File: config.mk
export PLATFORM = sky130hd
export DESIGN_NAME = wave_capture
export DESIGN_NICKNAME = d
export VERILOG_FILES = /design/src/rtl/wave_capture_pkg.sv /design/src/rtl/dffr.sv /design/src/rtl/wave_capture.sv
export SDC_FILE = /design/constraint.sdc
export NUM_CORES = 1
export LEC_CHECK = 0
export ABC_CLOCK_PERIOD_IN_PS = 4600
export CORE_MARGIN = 1
export CORE_UTILIZATION = 40
export DETAILED_ROUTE_END_ITERATION = 7
export PLACE_DENSITY = 0.95
export SLEW_MARGIN = 15
export SYNTH_ARGS = -nofsm -noshare
export SYNTH_HDL_FRONTEND = slang
export SYNTH_HIERARCHICAL = 1
export SYNTH_SLANG_ARGS = --single-unit
File: constraint.sdc
create_clock -name clk -period 4.6 [get_ports clk]
set_clock_uncertainty 0.2 [all_clocks]
set_input_delay 0.92 -clock clk [delete_from_list [all_inputs] [get_ports clk]]
set_output_delay 0.92 -clock clk [all_outputs]
set_load 0.02 [all_outputs]
File: src/rtl/wave_capture_pkg.sv
// Shared constants for the waveform capture/display pair: FSM encodings and RAM geometry.
package wave_capture_pkg;

    localparam logic [1:0] ST_ARMED  = 2'd0;
    localparam logic [1:0] ST_ACTIVE = 2'd1;
    localparam logic [1:0] ST_WAIT   = 2'd2;

    localparam int WAVE_SAMPLES = 256;
    localparam int WAVE_ADDR_W  = 9;

endpackage

File: src/rtl/dffr.sv
// Generic D flip-flop with synchronous active-high reset to zero.
module dffr #(
    parameter int WIDTH = 1
) (
    input  logic             clk,
    input  logic             reset,
    input  logic [WIDTH-1:0] d,
    output logic [WIDTH-1:0] q
);

    // NOTE: sequential state uses non-blocking assignment so every flop samples pre-edge values.
    always_ff @(posedge clk) begin
        if (reset) q <= '0;
        else       q <= d;
    end

endmodule

File: src/rtl/wave_capture.sv
// Arms on a negative-to-non-negative zero crossing, fills the undisplayed RAM half with
// 256 offset-binary samples, then flips the displayed half during display idle.
module wave_capture
    import wave_capture_pkg::*;
#(
    parameter int SAMPLE_W = 16,
    parameter int ADDR_W   = WAVE_ADDR_W
) (
    input  logic                clk,
    input  logic                reset,
    input  logic                new_sample_ready,
    input  logic [SAMPLE_W-1:0] new_sample_in,
    input  logic                wave_display_idle,
    output logic [ADDR_W-1:0]   write_address,
    output logic                write_enable,
    output logic [7:0]          write_sample,
    output logic                read_index
);

    localparam int CNT_W = ADDR_W - 1;

    logic [1:0]       state, state_d;
    logic [CNT_W-1:0] count, count_d;
    logic             read_index_d;
    logic             prev_neg, prev_neg_d;
    logic             sign;
    logic             trigger;

    dffr #(.WIDTH(2))     u_state      (.clk(clk), .reset(reset), .d(state_d),      .q(state));
    dffr #(.WIDTH(CNT_W)) u_count      (.clk(clk), .reset(reset), .d(count_d),      .q(count));
    dffr #(.WIDTH(1))     u_read_index (.clk(clk), .reset(reset), .d(read_index_d), .q(read_index));
    dffr #(.WIDTH(1))     u_prev_neg   (.clk(clk), .reset(reset), .d(prev_neg_d),   .q(prev_neg));

    assign sign       = new_sample_in[SAMPLE_W-1];
    assign trigger    = new_sample_ready & prev_neg & ~sign;
    assign prev_neg_d = new_sample_ready ? sign : prev_neg;

    always_comb begin
        // NOTE: every next-state signal gets a default first so no path can infer a latch.
        state_d      = state;
        count_d      = count;
        read_index_d = read_index;
        case (state)
            ST_ARMED: begin
                if (trigger) begin
                    state_d = ST_ACTIVE;
                    count_d = '0;
                end
            end
            ST_ACTIVE: begin
                if (new_sample_ready) begin
                    count_d = count + 1'b1;
                    if (count == {CNT_W{1'b1}}) state_d = ST_WAIT;
                end
            end
            ST_WAIT: begin
                if (wave_display_idle) begin
                    read_index_d = ~read_index;
                    state_d      = ST_ARMED;
                end
            end
            default: state_d = ST_ARMED;
        endcase
    end

    // Combinational write port so the synchronous RAM captures the sample on this same edge.
    assign write_enable  = (state == ST_ACTIVE) & new_sample_ready;
    assign write_address = {~read_index, count};
    assign write_sample  = {~sign, new_sample_in[SAMPLE_W-2 -: 7]};

endmodule

---- Yosys cells after proc, flatten, opt, wreduce, memory -nomap -nowiden ----
Cells that the tools add are included.
operators by class
  equal/unequal tests ..................... 7
  reductions and logical operators ........ 5
  multiplexer cells ....................... 8
  $lt $le $gt $ge ......................... 0
  divide/modulo/power cells ............... 0
  add/subtract/negate cells ............... 1
  shift operators ......................... 0
  multipliers ............................. 0
  bitwise operators ....................... 5
operator list
  cell                                            number
  2-to-1 mux 8 bit                                2
  case mux 8 bit (2 select lines)                 1
  adder 8 x 1 -> 8 bit (second input constant)    1
  == test 8 bit (second input constant)           1
  2-to-1 mux 2 bit                                4
  != test 2 bit (second input constant)           4
  case mux 2 bit (3 select lines)                 1
  AND reduction 4 bit                             1
  AND 1 bit                                       3
  AND reduction 3 bit                             1
  == test 2 x 1 -> 1 bit (second input constant)  1
  == test 2 bit (second input constant)           1
  zero test 2 bit                                 1
  inverter 1 bit                                  2
  AND reduction 2 bit                             1
  nonzero test 2 bit                              1
storage, ports and cells
  bits in latches ......................... 0
  memory bits (writable) .................. 0
  memories kept ........................... 0
  input bits .............................. 20
  flip-flop bits (word level) ............. 12
  logic and storage cells ................. 30
  output and inout bits ................... 19
  memory bits (read-only) ................. 0

---- Depth between registers and ports, before layout ----
  word-level depth ........................ 4
  depth in mapped cells ................... 6
  depth with buffers taken out ............ 6

---- Modules after synthesis ----
Netlist, hierarchy kept.
modules (own cells, without submodules)
  module                  area each (um2)  times used  cells an instance  seq. area each (um2)
  wave_capture            374.1            1           55                 0.0
  dffr at u_count         210.2            1           16                 160.2
  dffr at u_prev_neg ...  33.8             2           2                  20.0
  dffr at u_state         52.6             1           4                  40.0

---- Worst setup path after synthesis ----
No wires, ideal clock.
  kind .................................... input port to output port
  start ................................... in new_sample_ready
  end ..................................... out write_enable
  arrival ................................. 1.288 ns
  data required time ...................... 3.480 ns
  stages .................................. 2
  slack ................................... 2.192 ns
  path buffers ............................ 0
  path through ............................ inv_1 > nor2_1
on the way
  word-level cells in the longest chain between the ends .. 1
RTL lines
  item         RTL line            RTL
  from (decl)  wave_capture.sv:11  input logic new_sample_ready,
  AND 1 bit    wave_capture.sv:67  assign write_enable = (state == ST_ACTIVE) & new_sample_ready;
  to (decl)    wave_capture.sv:15  output logic write_enable,
No other way between the ends.

---- Final worst setup path ----
Ends and elaborated chain as after synthesis.

==> flow_summary.toml <==
[detailed_routing]
via_count = 566
viasPerCell = 5.29
drc = 4
drtIter0Drc = 12
detailedRoute.firstPassIterationCount = 6
routed_len_inst_um = 12.4
wl_um = 1320
ant_nets = 0

[clock_tree]
cts_tree = "yes"
cts-hold-fix-buffers = 0
clock_sink_count = 12
htree_levels = 1
cts_post_setup_buffers_inserted = 0
clock_insertion_delay_worst_skew_ns = 0.27
clkTransAtPathRegs_ns = 0.06
cts_root_buffer = "sky130_fd_sc_hd__clkbuf_4"
cts_resized = 0
tritoncts.num_buffers = 3
cts.path.max_buffers = 2

[critical_path]
path_cells = "clkdlybuf4s50_1, inv_1, nor2_1, clkdlybuf4s50_1"
worst_path_dominant_cell_family = "buffers and inverters"
critical_path_cell_count = 4
regToRegStartpoint = "u_count/q[0]$_SDFF_PP0_"
worst_ep_arrival_time_ns = 2.39
end_kind = "output pin"
cp-startpoint = "new_sample_ready"
critPathMostFrequentCell = "sky130_fd_sc_hd__clkdlybuf4s50_1"
delay_contributed_by_the_slowest_stage_of_the_critical_path_ns = 0.63
setup.worst_path.class = "in2out"
r2r_setup_slack_ns = 2.84
crit_fanout = 6
critical_path.endpoint = "write_enable"
critical_path_buf_inv_count = 3
worst_ep_required_time_ns = 3.48
r2r_cells = 6
critical_path.slowest_cell = "sky130_fd_sc_hd__clkdlybuf4s50_1"
r2r_end = "u_state/q[1]$_SDFF_PP0_"
crit_path_start_kind = "input pin"

[sta]
timing.final.hold_violations = 0
fin_crit_ns = 3.51
finalMaxSlewViolations = 0
max_freq_mhz = 285
tightest_slew_ns = 0.554
rsz0062_at_grt = "no"
setup_tns_ns = 0
final-setup-viol-count = 0
fin_worst_hold_slack_ns = 0.409
maxSlewHeadroom = 0.629
final_min_period_over_clock_period = 0.762

[pwr]
intPower_uw = 143
net_switching_power_figure_uw = 41.4
pwr_density_cell_nw_per_um2 = 216
power_frac_seq = 0.574
power.leakage_uw = 0.000345
worst_ir_drop_vdd_mv = 0.155
power.combinational.fraction = 0.083
power.share.switching = 0.225
power.clock.fraction = 0.342

[die]
row_count = 14
floorplan.io_pins = 39
dieWidth_um = 44.0
initial_util = 0.447
die_area_um2 = 1930
die_y_um = 44.0
core_area_um2 = 1580

[placement]
detailed_placer_s_ending_hpwl_um = 988
numPortBuffers = 16
gp_congestion = 0.823
detailed_place.area_um2 = 832

[final_layout]
drive_gt1_frac = 0.0989
number_of_nets_at_the_end_of_the_flow = 114
area_growth_syn_to_layout_pct = 21.3
postLayoutCellArea_um2 = 855
final_common_cell = "sky130_fd_sc_hd__clkdlybuf4s50_1"
layout_common_cells = "sky130_fd_sc_hd__clkdlybuf4s50_1, sky130_fd_sc_hd__dfxtp_1, sky130_fd_sc_hd__nor2b_1"
finalCoreUtilization = 0.542
number_of_antenna_diodes = 0

[global_routing]
vias_in_the_first_global_route = 535
grt_antenna_before_repair = 0
grt_pass1_wl_um = 2240
overall_fraction_of_global_route_tracks_in_use = 0.159
grt-ovfl-total = 0
grt_start_max_net_pins = 13

[status]
violations_in_the_final_reports = "DRC"
status = "finished with violations"

[synth]
netlist_area_um2 = 704
async_flop_share = 0
yosysSeqAreaShare = 0.341
avg_synthesized_cell_area_um2 = 8.92
dominantRegCellSynth = "sky130_fd_sc_hd__dfxtp_1"
yosysTopAreaCell = "sky130_fd_sc_hd__dfxtp_1"
yosys_warnings = 6
synth-edff-count = 0
postSynthRegisterBits = 12
synth.top_cells.by_area = "sky130_fd_sc_hd__dfxtp_1, sky130_fd_sc_hd__nor2b_1, sky130_fd_sc_hd__buf_4, sky130_fd_sc_hd__xnor2_1, sky130_fd_sc_hd__nor2b_4"
portion_of_synthesized_cell_area_occupied_by_the_leading_cell_type = 0.341
syn-instance-count = 79
post_synth_num_cell_types = 27
synth.net_count = 100

[hold_path]
hp-class = "reg2reg"

[job]
cap_viol_max_count = 0
## area by class of cell
| type | instances | area (um^2) |
|---|---|---|
| Fill cell | 151 | 722 |
| Multi-Input combinational cell | 56 | 397 |
| Sequential cell | 12 | 240 |
| Timing Repair Buffer | 16 | 160 |
| Clock buffer | 3 | 22.5 |
| Tap cell | 16 | 20.0 |
| Inverter | 4 | 15.0 |
## power groups by stage
stage                     Combinational (uW)  Sequential, uW  Clock (uW)
after floorplan                         15.6             108           0
after global placement                  15.1             108           0
after detailed placement                15.4             108           0
after CTS                               15.5             106        65.1
after global routing                    16.6             106        68.4
final                                   15.4             106        63.1
## cells by family after synthesis
family          Yosys count  synth area share
compound gates           10            0.0941
xor+xnor                  5            0.0622
simple gates             38             0.359
mux                       2            0.0302
buf+inv                  11            0.0959
fa+ha+maj                 1            0.0178
flops                    12             0.341
## synthesized netlist by cell type, drive strengths merged (2+ instances only)
master and count:
and3 4, nand2 6, nor2 4, nor2b 13
a22o 2, buf 7, inv 4, xnor2 5
a21o 2, nor3 2, dfxtp 12, nand3 2
o21ai 5
## through the flow
step,worst slack [ns],instances,power [uW]
2_1_floorplan,2.19,79,124
3_3_place_gp,1.14,104,123
3_5_place_dp,1.11,104,124
4_1_cts,1.10,107,186
5_1_grt,1.04,107,191
6_report,1.09,107,184
## worst reg2reg max path, cell delays in order, from the launching register on
cell                      delay [ns]
sky130_fd_sc_hd__dfxtp_1        0.35
sky130_fd_sc_hd__ha_1           0.21
sky130_fd_sc_hd__and2_1         0.19
sky130_fd_sc_hd__and3_1         0.19
sky130_fd_sc_hd__and3_1         0.20
sky130_fd_sc_hd__a21o_1         0.17
sky130_fd_sc_hd__nor2b_1        0.12
## routing by layer
metal,up-vias,global-route usage,part of all wire
met4,0,0.0909,0.019
met5,-,0,0
met1,260,0.201,0.45
met3,3,0.0250,0.054
li1,285,-,-
met2,18,0.257,0.48
## how the worst min path moves through the flow
stage                       startpoint                 endpoint  slack (ns)  depth (start not counted)
5_1_grt        u_prev_neg/q$_SDFF_PP0_  u_prev_neg/q$_SDFF_PP0_        0.44                          2
3_3_place_gp   u_count/q[7]$_SDFF_PP0_  u_count/q[7]$_SDFF_PP0_        0.38                          2
3_5_place_dp   u_count/q[7]$_SDFF_PP0_  u_count/q[7]$_SDFF_PP0_        0.40                          2
4_1_cts        u_count/q[7]$_SDFF_PP0_  u_count/q[7]$_SDFF_PP0_        0.41                          2
6_report       u_count/q[7]$_SDFF_PP0_  u_count/q[7]$_SDFF_PP0_        0.41                          2
2_1_floorplan  u_prev_neg/q$_SDFF_PP0_  u_prev_neg/q$_SDFF_PP0_        0.37                          2
## flip-flops by register name, indices dropped and copies added (netlist names)
signal	count
u_read_index/q	1
u_prev_neg/q	1
u_state/q	2
u_count/q	8
Power figures use the tool's default switching activity.
